==> config.mk <==
export PLATFORM = sky130hd
export DESIGN_NAME = vga_write_arbiter_flat
export DESIGN_NICKNAME = d
export VERILOG_FILES = /design/src/rtl/vga_write_arbiter_pkg.sv /design/src/rtl/vga_write_arbiter_if.sv /design/src/rtl/vga_write_fifo.sv /design/src/rtl/vga_write_arbiter.sv /design/src/flat_wrapper.sv
export SDC_FILE = /design/constraint.sdc
export NUM_CORES = 1
export LEC_CHECK = 0
export ABC_AREA = 1
export BUFFER_PORTS_ARGS = -buffer_cell sky130_fd_sc_hd__buf_2
export CORE_ASPECT_RATIO = 0.75
export CORE_UTILIZATION = 55
export CTS_CLUSTER_DIAMETER = 100
export DETAILED_ROUTE_END_ITERATION = 8
export GPL_ROUTABILITY_DRIVEN = 0
export PLACE_DENSITY = 0.8
export SLEW_MARGIN = 20
export SYNTH_ARGS = -nofsm -noshare
export SYNTH_HDL_FRONTEND = slang
export SYNTH_SLANG_ARGS = --single-unit
export TNS_END_PERCENT = 20
==> constraint.sdc <==
create_clock -name clk -period 2.9 [get_ports clk]
set_input_delay 0.29 -clock clk [delete_from_list [all_inputs] [get_ports clk]]
set_output_delay 0.29 -clock clk [all_outputs]
set_load 0.02 [all_outputs]
==> src/rtl/vga_write_arbiter_pkg.sv <==
// Shared definitions for the VGA write arbiter.
// Holds the default image geometry, FIFO depth, colour/coordinate/address
// widths, the arbitration FSM state encoding, the buffered write-entry
// layout and the multiplier-free address helper.
package vga_write_arbiter_pkg;

  localparam int unsigned IMG_W_DEF      = 100;
  localparam int unsigned IMG_H_DEF      = 100;
  localparam int unsigned FIFO_DEPTH_DEF = 4;
  localparam int unsigned COLOR_W        = 3;
  localparam int unsigned COORD_W        = 8;
  localparam int unsigned ADDR_W         = 14;

  typedef enum logic [1:0] {
    ST_IDLE  = 2'd0,
    ST_READ  = 2'd1,
    ST_WRITE = 2'd2
  } arb_state_e;

  typedef struct packed {
    logic [ADDR_W-1:0]  addr;
    logic [COLOR_W-1:0] color;
  } wr_entry_t;

  // row*img_w + col as a sum of shifted copies of row, one per set bit of
  // img_w (for 100: (row<<6)+(row<<5)+(row<<2)). img_w is a constant at
  // every call site, so this reduces to a fixed adder tree.
  function automatic logic [ADDR_W-1:0] calc_addr(
    input logic [COORD_W-1:0] row,
    input logic [COORD_W-1:0] col,
    input int unsigned        img_w
  );
    logic [ADDR_W-1:0] acc;
    acc = ADDR_W'(col);
    for (int b = 0; b < int'(ADDR_W); b++) begin
      if (img_w[b]) acc = acc + (ADDR_W'(row) << b);
    end
    return acc;
  endfunction

endpackage

==> src/rtl/vga_write_arbiter_if.sv <==
// Bus bundle between the VGA write arbiter and its surroundings:
//   CPU write side : iWriteReq, iCol, iRow, iColor -> oStall, oRangeErr
//   Scanout side   : iReadReq, iReadCol, iReadRow  -> oReadData, oReadValid
//   VRAM side      : oVramAddr, oVramWe, oVramWData <- iVramRData
// The arbiter uses the slave modport; whatever drives the requests and
// models the VRAM uses the master modport.
interface vga_write_arbiter_if;
  import vga_write_arbiter_pkg::*;

  logic                iWriteReq;
  logic [COORD_W-1:0]  iCol;
  logic [COORD_W-1:0]  iRow;
  logic [COLOR_W-1:0]  iColor;
  logic                oStall;
  logic                oRangeErr;

  logic                iReadReq;
  logic [COORD_W-1:0]  iReadCol;
  logic [COORD_W-1:0]  iReadRow;
  logic [COLOR_W-1:0]  oReadData;
  logic                oReadValid;

  logic [ADDR_W-1:0]   oVramAddr;
  logic                oVramWe;
  logic [COLOR_W-1:0]  oVramWData;
  logic [COLOR_W-1:0]  iVramRData;

  modport slave (
    input  iWriteReq, iCol, iRow, iColor, iReadReq, iReadCol, iReadRow, iVramRData,
    output oStall, oRangeErr, oReadData, oReadValid, oVramAddr, oVramWe, oVramWData
  );

  modport master (
    output iWriteReq, iCol, iRow, iColor, iReadReq, iReadCol, iReadRow, iVramRData,
    input  oStall, oRangeErr, oReadData, oReadValid, oVramAddr, oVramWe, oVramWData
  );

endinterface

==> src/rtl/vga_write_fifo.sv <==
// Small synchronous FIFO buffering CPU pixel writes.
// Ports:
//   clk, rst_n      : clock, asynchronous active-low reset
//   i_push, i_data  : write an entry (ignored while full)
//   i_pop           : consume the head entry (ignored while empty)
//   o_data          : current head entry (valid while not empty)
//   o_full, o_empty : occupancy flags; o_full is a register
//   o_count         : number of stored entries
// DEPTH must be a power of two (>= 2) so the pointers wrap naturally.
module vga_write_fifo #(
  parameter int unsigned DATA_W = 17,
  parameter int unsigned DEPTH  = 4
) (
  input  logic              clk,
  input  logic              rst_n,
  input  logic              i_push,
  input  logic [DATA_W-1:0] i_data,
  input  logic              i_pop,
  output logic [DATA_W-1:0] o_data,
  output logic              o_full,
  output logic              o_empty,
  output logic [$clog2(DEPTH):0] o_count
);

  localparam int unsigned AW = $clog2(DEPTH);
  localparam int unsigned CW = AW + 1;

  logic [DATA_W-1:0] r_mem [DEPTH];
  logic [AW-1:0]     r_wr_ptr;
  logic [AW-1:0]     r_rd_ptr;
  logic [CW-1:0]     r_count;
  logic              r_full;

  logic              w_do_push;
  logic              w_do_pop;
  logic [CW-1:0]     w_count_next;

  assign w_do_push    = i_push && !r_full;
  assign w_do_pop     = i_pop && (r_count != '0);
  assign w_count_next = r_count + CW'(w_do_push) - CW'(w_do_pop);

  always_ff @(posedge clk or negedge rst_n) begin
    if (!rst_n) begin
      r_wr_ptr <= '0;
      r_rd_ptr <= '0;
      r_count  <= '0;
      r_full   <= 1'b0;
    end else begin
      if (w_do_push) r_wr_ptr <= r_wr_ptr + 1'b1;
      if (w_do_pop)  r_rd_ptr <= r_rd_ptr + 1'b1;
      r_count <= w_count_next;
      r_full  <= (w_count_next == CW'(DEPTH));
    end
  end

  // Storage carries no reset; occupancy alone says what is valid.
  always_ff @(posedge clk) begin
    if (w_do_push) r_mem[r_wr_ptr] <= i_data;
  end

  // Head is read combinationally so a pop can drive the VRAM in the same cycle.
  assign o_data  = r_mem[r_rd_ptr];
  assign o_full  = r_full;
  assign o_empty = (r_count == '0);
  assign o_count = r_count;

endmodule

==> src/rtl/vga_write_arbiter.sv <==
// Arbitrates one single-port synchronous VRAM between scanout reads
// (strict priority) and buffered CPU pixel writes.
// Ports:
//   clk   : clock, all state on the rising edge
//   rst_n : asynchronous active-low reset
//   bus   : vga_write_arbiter_if.slave (CPU write, scanout read, VRAM)
// Each cycle the FSM picks READ if a scanout read is requested, else WRITE
// if a buffered write is waiting (popping it), else IDLE. VRAM controls are
// registered, so a write is seen on oVramWe two cycles after its request.
module vga_write_arbiter
  import vga_write_arbiter_pkg::*;
#(
  parameter int unsigned IMG_W      = IMG_W_DEF,
  parameter int unsigned IMG_H      = IMG_H_DEF,
  parameter int unsigned FIFO_DEPTH = FIFO_DEPTH_DEF
) (
  input  logic               clk,
  input  logic               rst_n,
  vga_write_arbiter_if.slave bus
);

  localparam int unsigned CNT_W = $clog2(FIFO_DEPTH) + 1;

  arb_state_e         r_state;
  logic               r_range_err;
  logic               r_read_valid;
  logic [ADDR_W-1:0]  r_vram_addr;
  logic               r_vram_we;
  logic [COLOR_W-1:0] r_vram_wdata;

  logic               w_in_range;
  logic               w_push;
  logic               w_pop;
  logic               w_full;
  logic               w_empty;
  logic [CNT_W-1:0]   w_fifo_count;
  wr_entry_t          w_wr_entry;
  wr_entry_t          w_head;
  logic [ADDR_W-1:0]  w_rd_addr;

  assign w_in_range = ({1'b0, bus.iCol} < IMG_W[COORD_W:0]) &&
                      ({1'b0, bus.iRow} < IMG_H[COORD_W:0]);

  // While stalled, requests are neither pushed nor range-checked.
  assign w_push = bus.iWriteReq && !w_full && w_in_range;
  assign w_pop  = !bus.iReadReq && !w_empty;

  assign w_wr_entry.addr  = calc_addr(bus.iRow, bus.iCol, IMG_W);
  assign w_wr_entry.color = bus.iColor;
  assign w_rd_addr        = calc_addr(bus.iReadRow, bus.iReadCol, IMG_W);

  vga_write_fifo #(
    .DATA_W ($bits(wr_entry_t)),
    .DEPTH  (FIFO_DEPTH)
  ) u_fifo (
    .clk     (clk),
    .rst_n   (rst_n),
    .i_push  (w_push),
    .i_data  (w_wr_entry),
    .i_pop   (w_pop),
    .o_data  (w_head),
    .o_full  (w_full),
    .o_empty (w_empty),
    .o_count (w_fifo_count)
  );

  always_ff @(posedge clk or negedge rst_n) begin
    if (!rst_n) begin
      r_state      <= ST_IDLE;
      r_range_err  <= 1'b0;
      r_read_valid <= 1'b0;
      r_vram_addr  <= '0;
      r_vram_we    <= 1'b0;
      r_vram_wdata <= '0;
    end else begin
      r_range_err  <= bus.iWriteReq && !w_full && !w_in_range;
      // RAM returns data one cycle after the READ cycle presents the address.
      r_read_valid <= (r_state == ST_READ);
      if (bus.iReadReq) begin
        r_state     <= ST_READ;
        r_vram_addr <= w_rd_addr;
        r_vram_we   <= 1'b0;
      end else if (w_fifo_count != '0) begin
        // Same condition as w_pop, so the head popped here is what we drive.
        r_state      <= ST_WRITE;
        r_vram_addr  <= w_head.addr;
        r_vram_wdata <= w_head.color;
        r_vram_we    <= 1'b1;
      end else begin
        r_state   <= ST_IDLE;
        r_vram_we <= 1'b0;
      end
    end
  end

  assign bus.oStall     = w_full;
  assign bus.oRangeErr  = r_range_err;
  assign bus.oReadValid = r_read_valid;
  // Read data comes straight from the RAM port, gated so it is 0 when idle.
  assign bus.oReadData  = r_read_valid ? bus.iVramRData : '0;
  assign bus.oVramAddr  = r_vram_addr;
  assign bus.oVramWe    = r_vram_we;
  assign bus.oVramWData = r_vram_wdata;

endmodule

==> src/flat_wrapper.sv <==
// flat-port wrapper written by rule: the top's interface ports become plain ports
module vga_write_arbiter_flat import vga_write_arbiter_pkg::*;
#(
  parameter int unsigned IMG_W      = IMG_W_DEF,
  parameter int unsigned IMG_H      = IMG_H_DEF,
  parameter int unsigned FIFO_DEPTH = FIFO_DEPTH_DEF
)
  (clk, rst_n, bus_iWriteReq, bus_iCol, bus_iRow, bus_iColor, bus_iReadReq, bus_iReadCol, bus_iReadRow, bus_iVramRData, bus_oStall, bus_oRangeErr, bus_oReadData, bus_oReadValid, bus_oVramAddr, bus_oVramWe, bus_oVramWData);
  vga_write_arbiter_if bus_i ();
  input  logic clk;
  input  logic rst_n;
  input wire logic [$bits(bus_i.iWriteReq)-1:0] bus_iWriteReq;
  input wire logic [$bits(bus_i.iCol)-1:0] bus_iCol;
  input wire logic [$bits(bus_i.iRow)-1:0] bus_iRow;
  input wire logic [$bits(bus_i.iColor)-1:0] bus_iColor;
  input wire logic [$bits(bus_i.iReadReq)-1:0] bus_iReadReq;
  input wire logic [$bits(bus_i.iReadCol)-1:0] bus_iReadCol;
  input wire logic [$bits(bus_i.iReadRow)-1:0] bus_iReadRow;
  input wire logic [$bits(bus_i.iVramRData)-1:0] bus_iVramRData;
  output wire logic [$bits(bus_i.oStall)-1:0] bus_oStall;
  output wire logic [$bits(bus_i.oRangeErr)-1:0] bus_oRangeErr;
  output wire logic [$bits(bus_i.oReadData)-1:0] bus_oReadData;
  output wire logic [$bits(bus_i.oReadValid)-1:0] bus_oReadValid;
  output wire logic [$bits(bus_i.oVramAddr)-1:0] bus_oVramAddr;
  output wire logic [$bits(bus_i.oVramWe)-1:0] bus_oVramWe;
  output wire logic [$bits(bus_i.oVramWData)-1:0] bus_oVramWData;
  assign bus_i.iWriteReq = bus_iWriteReq;
  assign bus_i.iCol = bus_iCol;
  assign bus_i.iRow = bus_iRow;
  assign bus_i.iColor = bus_iColor;
  assign bus_i.iReadReq = bus_iReadReq;
  assign bus_i.iReadCol = bus_iReadCol;
  assign bus_i.iReadRow = bus_iReadRow;
  assign bus_i.iVramRData = bus_iVramRData;
  assign bus_oStall = bus_i.oStall;
  assign bus_oRangeErr = bus_i.oRangeErr;
  assign bus_oReadData = bus_i.oReadData;
  assign bus_oReadValid = bus_i.oReadValid;
  assign bus_oVramAddr = bus_i.oVramAddr;
  assign bus_oVramWe = bus_i.oVramWe;
  assign bus_oVramWData = bus_i.oVramWData;
  vga_write_arbiter #(.IMG_W(IMG_W), .IMG_H(IMG_H), .FIFO_DEPTH(FIFO_DEPTH)) u_core (.clk(clk), .rst_n(rst_n), .bus(bus_i));
endmodule
==> summary by stage <==
Route
In the final routed layout, each cell accounts on average for around 15 microns. The first routing iteration left 362 violations. Dividing the detail-routed via count by the number of cells gives roughly 5.4. The pre-antenna-repair detailed-routing pass consisted of 4 iterations. The number of routed nets with antenna violations is 0. The aggregate routed wire length is between 10000 and 15000 microns.

The detailed-route via count is 4296. The post-route DRC violation count is 0.

Clocking
The insertion delay of the later-clocked pin in the worst-skew pair is ~0.34 ns. Clock-pin slew was measured on the worst setup and hold paths at 0.07 ns. The TritonCTS buffer count is 9. The number of H-tree levels is 3. The CTS tree is yes. The sink count of the clock tree is between 90 and 100.

Post-CTS timing repair inserted 0 buffers for setup. Hold repair after CTS inserted 0 buffers. The number of buffers between clock root and the deepest sink is 2. The root buffer cell chosen for the clock tree is sky130_fd_sc_hd__clkbuf_16.

Global routing
The first global-routing pass estimated between 15000 and 20000 microns of wire. The remaining global-route overflow is 0. The number of global-route vias before repair is a little over 4000.

The total track usage is about a quarter. The maximum number of pins on one net before global-route repair is 36. The initial antenna violation count is 0.

Synthesis
Ranked by instance count, the synthesized netlist is headed by sky130_fd_sc_hd__nand2_1 (96), sky130_fd_sc_hd__inv_1 (82), sky130_fd_sc_hd__edfxtp_1 (68). The cell count after synthesis came out at roughly 560. The async set or reset register ratio after synthesis is approximately 30%. The number of register bits inferred by synthesis is 97.

In this run the cell area of the synthesized design comes to approximately 0.0055 sq mm. The number of synthesized flops with an enable pin is 68. The portion of the post-synthesis area used by sequential elements is roughly half. After synthesis, the netlist uses 36 different library cells. The number of warnings printed during yosys synthesis is 0.

The most frequent cell after synthesis is sky130_fd_sc_hd__nand2_1. The main flop type after synthesis is sky130_fd_sc_hd__edfxtp_1. The number of nets in the synthesized netlist is roughly 660.

Yosys attributes the largest share of cell area to sky130_fd_sc_hd__edfxtp_1 (37%), sky130_fd_sc_hd__dfrtp_1 (13%), sky130_fd_sc_hd__ha_1 (9.3%), sky130_fd_sc_hd__nand2_1 (6.5%), sky130_fd_sc_hd__inv_1 (5.6%). The biggest area consumer among synthesized cells is sky130_fd_sc_hd__edfxtp_1. The per-instance average area after synthesis is 9.83 sq um. The area fraction of the dominant cell type after synthesis is 36.8%.

Layout
At the end of the flow, the number of nets in the layout was between 700 and 800. The area growth from synthesis to layout is 17.9%. The core utilization of the finished layout is between 60% and 70%.

The number of standard cells in the layout, taps in and fillers out is ~800. The total inserted antenna cells is 0. The layout cell share with drive strength beyond 1 is about a fifth.

The post-layout instance area is roughly 0.0065 sq mm.

Floorplanning
The starting density of the core is 56.9%. The area enclosed by the die boundary is ~0.010 sq mm. In this run the core area contains 31 standard-cell rows.

Measured along the y axis, the die boundary spans ~89 microns. During I/O placement, the number of pins put on the boundary was 66. The die span in x is 118 microns. The core box area is roughly 0.01 sq mm.

Placement
Once placement completed, the tool counted placed cells totaling between 700 and 800. Summing all placed instances gives a cell area of roughly 0.0062 sq mm. The half-perimeter wire length of the detailed placement result is 8680 microns. The number of buffers added on ports is 65.

STA
The relative slew slack is between 40 and 50%. The number of hold violations in the final report is 18. The worst hold slack after final layout is -0.0152 ns. The share of the clock period used by the worst path is 98.3%. At the pin with the least slew margin, the transition time is roughly 0.9 ns. The clock period could shrink to ~2.9 ns. The final number of max-transition violations came to 0. Setup repair after global routing could not meet its margin everywhere. Based on the critical path, the design can be clocked at up to about 0.35 GHz.

Setup violations remaining at the end of the flow were counted as 0. The clock arrives with around 0.0085 ns of skew.

Power
The analysis attributes to cell leakage a power of approximately 3.1 nW. Across the VDD grid, the largest voltage drop is about 0.00048 V. Dividing total power by cell area gives a power density of 803 mW/mm^2.

Worst setup path
The worst setup path is captured at a flop. The largest driver fanout on the critical path is 4. The critical path data required time is around 3.1 ns. The data arrival time of the critical path is ~3.1 ns.

The critical path in this run is classified as primary input to flop. The worst setup path is launched from a primary input.

Status
The run finished, with violations left. The final reports fail on negative hold slack.

Worst hold path
The tightest min-delay check is of the primary input to asynchronous set/reset pin type.

Job
The tool flagged a number of max-cap violations equal to 0.
## kinds of logic (layout without fill, tap and decap cells)
| logic type | after synthesis | count (layout) | share of synthesized area (%) |
|---|---|---|---|
| buffers and inverters | 100 | 206 | 8.19 |
| DFF | 97 | 97 | 49.9 |
| and+or+nand+nor | 204 | 204 | 15.5 |
| adders and majority gates | 56 | 56 | 14.7 |
| xor gates and xnor gates | 20 | 20 | 3.16 |
| AOI/OAI and AO/OA | 87 | 87 | 8.58 |
## what timing repair did
item / CTS / global route
endpoints found under the setup margin: 1 / 23
hold endpoints to repair: 0 / 0
resized for setup: 2 / 3
pin swaps: 2 / 2
## stage by stage
stage	hold slack (ns)	worst slack [ns]	power, mW	TNS [ns]
floorplan	-0.00559	-0.00641	3.47	-0.00641
global placement	0.346	-0.181	3.93	-3.91
detailed placement	0.370	-0.301	4.06	-6.63
CTS	0.00395	0.0784	5.25	0
global route	0.0478	-0.0377	5.61	-0.0620
finish	-0.0152	0.0492	5.25	0
## power breakdown
part	internal [mW]	switching (mW)
sequential	1.79	0.210
clock	0.665	0.500
combinational	0.763	1.31
total	3.22	2.02
## worst paths after layout
check,depth (start not counted),to,slack (ns),from
hold reg to reg,1,u_core.bus.oReadValid,0.43,u_core.r_state[1]
min in group clk,1,u_core.u_fifo.r_mem[1][1],0.16,bus_iColor[1]
setup reg to reg,12,u_core.u_fifo.o_full,0.51,u_core.u_fifo.o_count[1]
max in group asynchronous,1,u_core.u_fifo.o_count[1],2.45,rst_n
hold / removal,1,u_core.bus.oVramWData[2],-0.02,rst_n
setup / recovery,16,u_core.bus.oVramAddr[9],0.05,bus_iReadRow[0]
## layout make-up
class | count | area (sq um)
Timing Repair Buffer | 103 | 611
Multi-Input combinational cell | 367 | 2360
Tap cell | 132 | 165
Sequential cell | 97 | 2770
Fill cell | 725 | 3200
Inverter | 87 | 337
Clock inverter | 4 | 31.3
Clock buffer | 12 | 268
## worst max-delay path: stages
cell,delay (ns)
sky130_fd_sc_hd__buf_2,0.11
sky130_fd_sc_hd__ha_1,0.21
sky130_fd_sc_hd__fa_1,0.40
sky130_fd_sc_hd__buf_4,0.16
sky130_fd_sc_hd__nand4_1,0.08
sky130_fd_sc_hd__nand3_1,0.13
sky130_fd_sc_hd__xor2_1,0.18
sky130_fd_sc_hd__fa_1,0.48
sky130_fd_sc_hd__inv_1,0.06
sky130_fd_sc_hd__ha_4,0.25
sky130_fd_sc_hd__a21oi_2,0.13
sky130_fd_sc_hd__nand2_1,0.12
sky130_fd_sc_hd__xnor2_1,0.19
sky130_fd_sc_hd__nand2_1,0.10
sky130_fd_sc_hd__nand2_1,0.10
sky130_fd_sc_hd__nand2_1,0.08
## cells in the final DEF, fill, tap and decap left out, types with 2 or more instances in the layout
| master | n |
|---|---|
| sky130_fd_sc_hd__a21oi_1 | 14 |
| sky130_fd_sc_hd__inv_1 | 82 |
| sky130_fd_sc_hd__xor2_1 | 15 |
| sky130_fd_sc_hd__clkbuf_16 | 10 |
| sky130_fd_sc_hd__a21o_1 | 2 |
| sky130_fd_sc_hd__nand4_1 | 5 |
| sky130_fd_sc_hd__inv_6 | 4 |
| sky130_fd_sc_hd__nand2_1 | 96 |
| sky130_fd_sc_hd__buf_2 | 65 |
| sky130_fd_sc_hd__buf_4 | 38 |
| sky130_fd_sc_hd__o21ai_1 | 25 |
| sky130_fd_sc_hd__ha_1 | 40 |
| sky130_fd_sc_hd__nor2_1 | 66 |
| sky130_fd_sc_hd__nand3_1 | 29 |
| sky130_fd_sc_hd__o21ai_0 | 25 |
| sky130_fd_sc_hd__o21ai_2 | 3 |
| sky130_fd_sc_hd__fa_1 | 14 |
| sky130_fd_sc_hd__a31oi_1 | 8 |
| sky130_fd_sc_hd__edfxtp_1 | 68 |
| sky130_fd_sc_hd__a21oi_2 | 3 |
| sky130_fd_sc_hd__dfrtp_1 | 29 |
| sky130_fd_sc_hd__nand3b_1 | 2 |
| sky130_fd_sc_hd__inv_2 | 2 |
| sky130_fd_sc_hd__inv_4 | 2 |
| sky130_fd_sc_hd__o22ai_1 | 3 |
| sky130_fd_sc_hd__xnor2_1 | 4 |
## per-layer routing
layer,wire length (microns),GRT usage [%],part of all wire (%),vias to the layer above
met3,665,4.85,5.6,14
met5,0,0,0,-
met1,5190,31.0,43,2071
li1,-,-,-,2063
met2,5940,42.2,50,148
met4,143,7.69,1.2,0
## sequential cells by signal, summed over array words and instances (netlist names)
signal and cells:
u_core.u_fifo.o_full 1, u_core.u_fifo.r_rd_ptr 2, u_core.bus.oVramAddr 14, u_core.u_fifo.o_count 3
u_core.r_state 2, u_core.bus.oReadValid 1, u_core.bus.oRangeErr 1, u_core.u_fifo.r_wr_ptr 2
u_core.u_fifo.r_mem 68, u_core.bus.oVramWData 3
No activity file was read; power rests on OpenSTA's default activity.
